$ cat config.mk
export PLATFORM = sky130hd
export DESIGN_NAME = mfp_ahb_cmd_master
export DESIGN_NICKNAME = d
export VERILOG_FILES = /design/src/rtl/mfp_ahb_cmd_master.sv
export SDC_FILE = /design/constraint.sdc
export NUM_CORES = 1
export LEC_CHECK = 0
export BUFFER_PORTS_ARGS = -buffer_cell sky130_fd_sc_hd__buf_2
export CAP_MARGIN = 20
export CORE_MARGIN = 2
export CORE_UTILIZATION = 40
export CTS_CLUSTER_DIAMETER = 30
export DETAILED_ROUTE_END_ITERATION = 16
export GPL_TIMING_DRIVEN = 0
export PLACE_DENSITY = 0.73
export SETUP_SLACK_MARGIN = 0.1
export SLEW_MARGIN = 20
export SYNTH_ARGS = -nofsm -noshare
export SYNTH_HDL_FRONTEND = slang
export SYNTH_SLANG_ARGS = --single-unit
export TNS_END_PERCENT = 5
$ cat constraint.sdc
create_clock -name HCLK -period 3.13 [get_ports HCLK]
set_input_delay 0.1565 -clock HCLK [delete_from_list [all_inputs] [get_ports HCLK]]
set_output_delay 0.1565 -clock HCLK [all_outputs]
set_load 0.01 [all_outputs]
$ cat src/rtl/mfp_ahb_cmd_master.sv
// mfp_ahb_cmd_master: single-transfer AHB-Lite initiator.
// Turns one valid/ready command into one NONSEQ SINGLE transfer and returns
// read data / error status on a one-cycle response strobe.
// Optional build macro MFP_AHB_CMD_MASTER_TIMEOUT_EN adds an HREADY-low
// watchdog that aborts a stalled transfer after TIMEOUT_CYCLES.
//
// Handshake: a command transfers on a rising HCLK edge where cmd_valid and
// cmd_ready are both 1; cmd_ready is high only in IDLE, and command inputs
// are ignored otherwise. rsp_valid is a one-cycle strobe with no
// backpressure; rsp_rdata/rsp_err/rsp_timeout hold until the next response.
module mfp_ahb_cmd_master #(
  parameter int         TIMEOUT_CYCLES = 255,
  parameter logic [3:0] HPROT_VAL      = 4'b0011
) (
  input  logic        HCLK,
  input  logic        HRESET,
  input  logic        cmd_valid,
  output logic        cmd_ready,
  input  logic        cmd_write,
  input  logic [31:0] cmd_addr,
  input  logic [1:0]  cmd_size,
  input  logic [31:0] cmd_wdata,
  output logic        rsp_valid,
  output logic [31:0] rsp_rdata,
  output logic        rsp_err,
  output logic        rsp_timeout,
  output logic [31:0] HADDR,
  output logic [1:0]  HTRANS,
  output logic        HWRITE,
  output logic [2:0]  HSIZE,
  output logic [2:0]  HBURST,
  output logic [3:0]  HPROT,
  output logic        HMASTLOCK,
  output logic [31:0] HWDATA,
  input  logic [31:0] HRDATA,
  input  logic        HREADY,
  input  logic        HRESP
);

  localparam logic [1:0] TR_IDLE   = 2'b00;
  localparam logic [1:0] TR_NONSEQ = 2'b10;

  typedef enum logic [1:0] {S_IDLE, S_ADDR, S_DATA, S_RESP} state_t;

  state_t      r_state;
  logic        r_cmd_ready;
  logic        r_rsp_valid;
  logic [31:0] r_rsp_rdata;
  logic        r_rsp_err;
  logic [31:0] r_haddr;
  logic [1:0]  r_htrans;
  logic        r_hwrite;
  logic [2:0]  r_hsize;
  logic [31:0] r_hwdata;
  logic [31:0] r_wdata;
  logic [1:0]  w_size;
  logic        w_abort;

  // Size code 3 has no meaning for this bus; fold it onto word.
  assign w_size = (cmd_size == 2'd3) ? 2'd2 : cmd_size;

`ifdef MFP_AHB_CMD_MASTER_TIMEOUT_EN
  localparam int CW_RAW = $clog2(TIMEOUT_CYCLES + 1);
  localparam int CW     = (CW_RAW > 8) ? CW_RAW : 8;

  logic [CW-1:0] r_wd_cnt;
  logic          r_rsp_timeout;

  // Abort on the HREADY-low cycle that brings the count to TIMEOUT_CYCLES.
  assign w_abort     = !HREADY && (r_wd_cnt == CW'(TIMEOUT_CYCLES - 1));
  assign rsp_timeout = r_rsp_timeout;

  // Watchdog: cleared on ADDR entry, counts HREADY-low cycles in ADDR/DATA.
  always_ff @(posedge HCLK) begin
    if (HRESET) begin
      r_wd_cnt      <= '0;
      r_rsp_timeout <= 1'b0;
    end else begin
      if (r_state == S_IDLE) begin
        r_wd_cnt <= '0;
      end else if ((r_state == S_ADDR || r_state == S_DATA) && !HREADY) begin
        r_wd_cnt <= r_wd_cnt + 1'b1;
      end
      if (r_state == S_ADDR || r_state == S_DATA) begin
        if (w_abort) begin
          r_rsp_timeout <= 1'b1;
        end else if (HREADY && r_state == S_DATA) begin
          r_rsp_timeout <= 1'b0;
        end
      end
    end
  end
`else
  logic w_unused_timeout;

  // Without the watchdog the transfer waits for HREADY indefinitely.
  assign w_abort          = 1'b0;
  assign rsp_timeout      = 1'b0;
  assign w_unused_timeout = (TIMEOUT_CYCLES != 0);
`endif

  // Main transfer sequencer: IDLE -> ADDR -> DATA -> RESP -> IDLE.
  always_ff @(posedge HCLK) begin
    if (HRESET) begin
      r_state     <= S_IDLE;
      r_cmd_ready <= 1'b0;
      r_rsp_valid <= 1'b0;
      r_rsp_rdata <= '0;
      r_rsp_err   <= 1'b0;
      r_haddr     <= '0;
      r_htrans    <= TR_IDLE;
      r_hwrite    <= 1'b0;
      r_hsize     <= '0;
      r_hwdata    <= '0;
      r_wdata     <= '0;
    end else begin
      case (r_state)
        S_IDLE: begin
          r_cmd_ready <= 1'b1;
          if (cmd_valid && r_cmd_ready) begin
            r_wdata     <= cmd_wdata;
            r_haddr     <= cmd_addr;
            r_hwrite    <= cmd_write;
            r_hsize     <= {1'b0, w_size};
            r_htrans    <= TR_NONSEQ;
            r_cmd_ready <= 1'b0;
            r_state     <= S_ADDR;
          end
        end
        S_ADDR: begin
          if (w_abort) begin
            r_htrans    <= TR_IDLE;
            r_rsp_rdata <= '0;
            r_rsp_err   <= 1'b1;
            r_rsp_valid <= 1'b1;
            r_state     <= S_RESP;
          end else if (HREADY) begin
            r_htrans <= TR_IDLE;
            if (r_hwrite) begin
              r_hwdata <= r_wdata;
            end
            r_state <= S_DATA;
          end
        end
        S_DATA: begin
          if (w_abort) begin
            r_rsp_rdata <= '0;
            r_rsp_err   <= 1'b1;
            r_rsp_valid <= 1'b1;
            r_state     <= S_RESP;
          end else if (HREADY) begin
            r_rsp_rdata <= r_hwrite ? 32'd0 : HRDATA;
            r_rsp_err   <= HRESP;
            r_rsp_valid <= 1'b1;
            r_state     <= S_RESP;
          end
        end
        default: begin
          r_rsp_valid <= 1'b0;
          r_cmd_ready <= 1'b1;
          r_state     <= S_IDLE;
        end
      endcase
    end
  end

  assign cmd_ready = r_cmd_ready;
  assign rsp_valid = r_rsp_valid;
  assign rsp_rdata = r_rsp_rdata;
  assign rsp_err   = r_rsp_err;
  assign HADDR     = r_haddr;
  assign HTRANS    = r_htrans;
  assign HWRITE    = r_hwrite;
  assign HSIZE     = r_hsize;
  assign HBURST    = 3'b000;
  assign HPROT     = HPROT_VAL;
  assign HMASTLOCK = 1'b0;
  assign HWDATA    = r_hwdata;

endmodule
==> metrics.txt, run 1 <==
maximum buffer depth of the clock tree=2; CP max FO=10; Root Buffer Master=clkbuf_16; Final HPWL DP=between 10 and 15 mm; Port Buffers=between 200 and 250; non-filler cells, final=between 1000 and 1500; fmax=530 MHz; worst r2r src=r_state[0]; antenna-violating nets left=0; ys async rst share=0; Static Leakage=3.29 nW; # nets final=~1000; Max Cap Viol=0; max incr delay on CP=between 0.4 and 0.5 ns; r2r endpoint=HADDR[12]; syn avg cell area=~8.2 µm²; endpoints failing hold=0; first-pass GRT wire length=~25 mm; EDFF count, synth=0; CP Launch Type=register; PD cells=between 600 and 700 nW/µm²; Netlist Area Pre-Place=5170 µm²; Critical Path AT=roughly 2.2 ns; num rows=41; Hold WS=0.0189 ns; status=complete, no violations; WL final=between 15 and 20 mm; DRC=0; CTS tree=built; NetSw=about 0.0015 W; Cell variety after synth=27; Total GRT Usage=0.225; Hold Crit Start=HRDATA[13]; routed via count=roughly 5300; Hold WC Path Type=in -> reg; leading cell type in the layout, fill and taps excluded=nand2_1; total setup buffers inserted after CTS=0; clock sink total=~140; # IOs=approximately 220; 1st-iter DRT viols=approximately 260; Die Ht=118 µm; ANT cells=0; total CTS buffers=17; R2R Setup Slk=between 1 and 1.5 ns; GP Congestion=around 0.81; logic gate share of total power=0.229; RSZ-0062 raised after global routing=no; Slew headroom=0.559; most frequent cells in the layout=233 x nand2_1, 225 x buf_2, 137 x dfxtp_1; Reg clk slew, reported paths=0.06 ns; Worst Hold Path EP=rsp_rdata[13]; post-layout min period=~1.9 ns; per-cell routed wire length=roughly 14 µm; Cells after Synth=approximately 630; detail-routed via count per cell=~4.8; number of global-route vias before repair=about 5200; worst vdd ir=around 360 µV; setup_tns=0 ns; worst setup margin=1.24 ns; Critical Path RT=3.47 ns; dpl ws=between 1 and 1.5 ns; Sw Share=0.297; H-Tree Depth=4; Worst Hold Depth=3; Die Area=approximately 14000 µm²; largest net degree at the start of global routing=17; layout overhead on the synthesized area=48.3%; Reg power frac=0.396; fin crit share=0.602; nature of the critical path endpoint=register; Worst Clk Skew=approximately 0.008 ns; remaining global-route overflow=0; slew at the pin with the worst max-slew slack=about 0.66 ns; Synth Flop Type=dfxtp_1; initial core utilization=0.410; most frequent CP cell=buf_2; crit path from=r_state[0]; critical path cell sequence=inv_1 > ha_1 > nand3_1 > buf_2 > buf_2 > nand2_1 > a21oi_1; Layout Utilization=0.608; slowest CP cell=dfxtp_1; flops & latches, synth=about 140; DRT Pass-1 Iters=4; die width=118 µm; Core ar.=between 10000 and 15000 µm²; Int Pwr=roughly 0.0036 W; Clk Latency, worst-skew pair=about 0.41 ns; Setup Crit Path Kind=reg -> reg; Seq/Total Area, Yosys=0.530; met2 WL=7.58 mm; Max Used Layer=met4; Synth Warn #=0; share of post-route cells with drive strength above 1=0.295; met3 routed WL=925 µm; Clk network pwr share=0.375; Placed Cells=between 1000 and 1500; CP top delay family=buffers and inverters; Slew Viols, Final=0; Reg2Reg Depth=7; wire length on met1=approximately 6.7 mm; initial antenna violation count=0; Final setup violation count=0; Bufs and invs on worst path=3
area by class of cell:
type,count,area (µm²)
repair buffers,270,1670
inverters,2,7.51
plain buffers,62,354
multi-input cells,440,2100
clock buffers,19,453
clock inverters,12,126
flip-flops and latches,137,2740
fillers,1163,4950
well taps,172,215
kinds of logic (layout without fill, tap and decap cells):
kind of cell | Yosys count | in the layout | share of synthesized area
fa+ha+maj | 6 | 6 | 0.0145
flops | 137 | 137 | 0.530
compound gates | 144 | 144 | 0.146
simple gates | 279 | 279 | 0.238
buf+inv | 64 | 365 | 0.0699
other cells | 2 | 11 | 0.00145
state kept, by name (all words and copies together) (netlist names):
signal,count
HADDR,32
HSIZE,2
HTRANS,1
HWDATA,32
HWRITE,1
cmd_ready,1
r_state,2
r_wdata,32
rsp_err,1
rsp_rdata,32
rsp_valid,1
worst reg2reg max path, stage by stage, from the launching register on:
cell	delay [ns]
dfxtp_1	0.41
inv_1	0.12
ha_1	0.29
nand3_1	0.19
buf_2	0.28
buf_2	0.28
nand2_1	0.10
a21oi_1	0.16
worst max-delay path by stage:
stage | slack (ns) | endpoint | cells after the start
4_1_cts | 1.22 | HADDR[30] | 7
3_3_place_gp | 1.31 | HADDR[16] | 7
2_1_floorplan | 1.63 | HADDR[16] | 8
3_5_place_dp | 1.25 | HADDR[16] | 7
6_report | 1.24 | HADDR[12] | 7
5_1_grt | 1.09 | HADDR[12] | 7
repair_timing:
| action | CTS | global route |
|---|---|---|
| hold buffers | 64 | 0 |
| gates resized for setup | 0 | 0 |
| hold endpoints to repair | 64 | 0 |
per-layer routing:
layer | up-vias | GRT usage
li1 | 2671 | -
met1 | 2430 | 0.261
met2 | 185 | 0.387
met3 | 28 | 0.0669
met4 | 0 | 0.0904
met5 | - | 0
Yosys cell counts (all sizes together) (2+ instances only):
library cell,n,area share
nand3,5,0.0048
nand2,233,0.17
clkbuf,26,0.019
ha,6,0.015
nor2,2,0.0015
nand4b,32,0.054
inv,2,0.0015
o21ai,2,0.0019
and3,2,0.0024
dfxtp,137,0.53
nor3,2,0.0019
conb,2,0.0015
buf,36,0.050
a21oi,136,0.13
metrics by stage:
step,area (µm²),total power (W)
floorplan,5210,0.00281
detailed placement,6450,0.00320
CTS,7670,0.00521
finish,7670,0.00519
global route,7670,0.00546
global placement,6450,0.00319
power by group through the flow:
| stage | Sequential, W | Combinational (W) | Clock [W] |
|---|---|---|---|
| detailed placement | 0.00209 | 0.00111 | 0 |
| global route | 0.00208 | 0.00133 | 0.00206 |
| global placement | 0.00208 | 0.00111 | 0 |
| finish | 0.00206 | 0.00119 | 0.00194 |
| CTS | 0.00205 | 0.00118 | 0.00198 |
| floorplan | 0.00213 | 0.000683 | 0 |
Power figures use the tool's default switching activity.
==> run 2, diff against run 1 <==
Settings changed: PLACE_DENSITY 0.73 to 0.75.
Clock period 3.13 ns to 1.65 ns, I/O delays scaled along.
==> metrics.txt, run 2 (synthesis gave the netlist of run 1 again) <==
Layout Utilization=0.641 (+0.0332); first-pass GRT wire length=26.8 mm (+7.4%); die width=118 µm (unchanged); Die Area=13900 µm² (unchanged); initial core utilization=0.410 (unchanged); fin crit share=0.931 (+0.329); Reg clk slew, reported paths=0.06 ns (about the same); share of post-route cells with drive strength above 1=0.294 (-0.00124); 1st-iter DRT viols=356 (+36%); CP Launch Type=register; # nets final=1077 (+3.6%); antenna-violating nets left=0 (unchanged); Port Buffers=206 (unchanged); status=complete, no violations; most frequent cells in the layout=233 x nand2_1, 217 x buf_2, 135 x dfxtp_1; number of global-route vias before repair=5441 (+5.4%); Die Ht=118 µm (unchanged); Final setup violation count=0 (unchanged); Hold WC Path Type=in -> reg; DRT Pass-1 Iters=5 (+1); Clk Latency, worst-skew pair=0.42 ns (about the same); # IOs=218 (unchanged); routed via count=5557 (+4.6%); RSZ-0062 raised after global routing=yes; Sw Share=0.293 (-0.00349); CP max FO=10 (unchanged); per-cell routed wire length=14.5 µm (+4.2%); ANT cells=0 (unchanged); Final HPWL DP=10.1 mm (+0.59%); NetSw=0.00294 W (+91%); worst setup margin=0.114 ns (-1.13 ns); Max Cap Viol=0 (unchanged); Slew headroom=0.599 (+0.0398); total CTS buffers=17 (unchanged); fmax=651 MHz (+23%); Int Pwr=0.00709 W (+94%); endpoints failing hold=0 (unchanged); nature of the critical path endpoint=register; Reg area=2750 µm² (+0.18%); CTS tree=built; area of the multi-input gates=2120 µm² (+0.71%); Total GRT Usage=0.242 (+0.0169); largest net degree at the start of global routing=17 (unchanged); Placed Cells=1019 (unchanged); Slew Viols, Final=0 (unchanged); slew at the pin with the worst max-slew slack=0.602 ns (-0.0598 ns); DRC=0 (unchanged); Critical Path RT=1.99 ns (-1.48 ns); Root Buffer Master=clkbuf_16; Worst Hold Depth=4 (+1); clock sink total=137 (unchanged); Reg power frac=0.391 (-0.005); Worst Clk Skew=0.0126 ns (+0.00462 ns); setup_tns=0 ns (unchanged); leading cell type in the layout, fill and taps excluded=nand2_1; Filler cells=1051 (-9.6%); GP Congestion=0.797 (-1.3%); total setup buffers inserted after CTS=0 (unchanged); initial antenna violation count=0 (unchanged); Reg2Reg Depth=6 (-1); dpl ws=-0.199 ns (-1.45 ns); WL final=16.7 mm (+7.8%); detail-routed via count per cell=4.82 (+1.1%); non-filler cells, final=1152 (+3.4%); Setup Crit Path Kind=reg -> reg; worst vdd ir=659 µV (+85%); maximum buffer depth of the clock tree=2 (unchanged); Core ar.=12600 µm² (unchanged); remaining global-route overflow=0 (unchanged); Static Leakage=3.49 nW (+6.1%); H-Tree Depth=4 (unchanged); Clk network pwr share=0.370 (-0.005); post-layout min period=1.54 ns (-0.349 ns); Power, Total=0.0100 W (+93%); logic gate share of total power=0.239 (+0.010); num rows=41 (unchanged); PD cells=1240 nW/µm² (+83%); layout overhead on the synthesized area=56.4%; Critical Path AT=1.87 ns (-0.35 ns)
==> run 2: cell types whose count changed in the layout (fill, tap and decap cells not counted), moves of 2 or more <==
cell and delta:
buf_2 -8, buf_4 +5, dlygate4sd3_1 +37, ha_1 -2
clkbuf_4 +2, clkbuf_2 +7, clkinvlp_4 -5, inv_1 -2
dfxtp_1 -2, clkbuf_1 -3, inv_2 +2
==> run 2: path summary, 6_finish.rpt <==
check                from  slack, ns      endpoint
max            r_state[0]       0.11    r_state[1]
min             cmd_valid       0.08     HTRANS[1]
max reg2reg    r_state[0]       0.11    r_state[1]
min reg2reg  rsp_rdata[2]       0.45  rsp_rdata[2]
==> run 2: per-stage QoR <==
step           cell area (µm²)  hold WS [ns]
2_1_floorplan             5210         0.218
3_3_place_gp              6450         0.323
3_5_place_dp              6450         0.328
4_1_cts                   8070        0.0591
5_1_grt                   8090         0.109
6_report                  8090        0.0801
==> run 2: power by group through the flow <==
stage	registers (W)	logic (W)	clock network, W
after floorplan	0.00404	0.00130	0
after global routing	0.00396	0.00264	0.00392
after CTS	0.00390	0.00236	0.00375
after detailed placement	0.00396	0.00211	0
final	0.00392	0.00240	0.00371
after global placement	0.00394	0.00209	0
==> run 2: area by class of cell <==
type                            instances  share of cell area
Sequential cell                       137               0.340
Multi-Input combinational cell        440               0.262
Timing Repair Buffer                  307               0.252
Clock buffer                           24              0.0595
Buffer                                 62              0.0478
Tap cell                              172              0.0266
Clock inverter                          8              0.0116
Inverter                                2            0.000928
==> run 2: repair_timing <==
| action | CTS | global route |
|---|---|---|
| hold buffers | 101 | 0 |
| gates cloned | 0 | 0 |
| gates resized for setup | 11 | 20 |
| setup endpoints to repair | 91 | 126 |
| endpoints found under the hold margin | 101 | 0 |
==> run 2: critical path, cell delays in order, from the launching register on <==
cell	delay [ns]
dfxtp_4	0.37
inv_2	0.06
ha_1	0.20
buf_6	0.14
o21ba_2	0.23
or3b_1	0.35
a21oi_1	0.12
==> run 2: layer usage <==
layer,share of wire,track usage
met3,0.052,0.0581
met1,0.41,0.273
met5,0,0
met4,0.029,0.114
met2,0.51,0.426
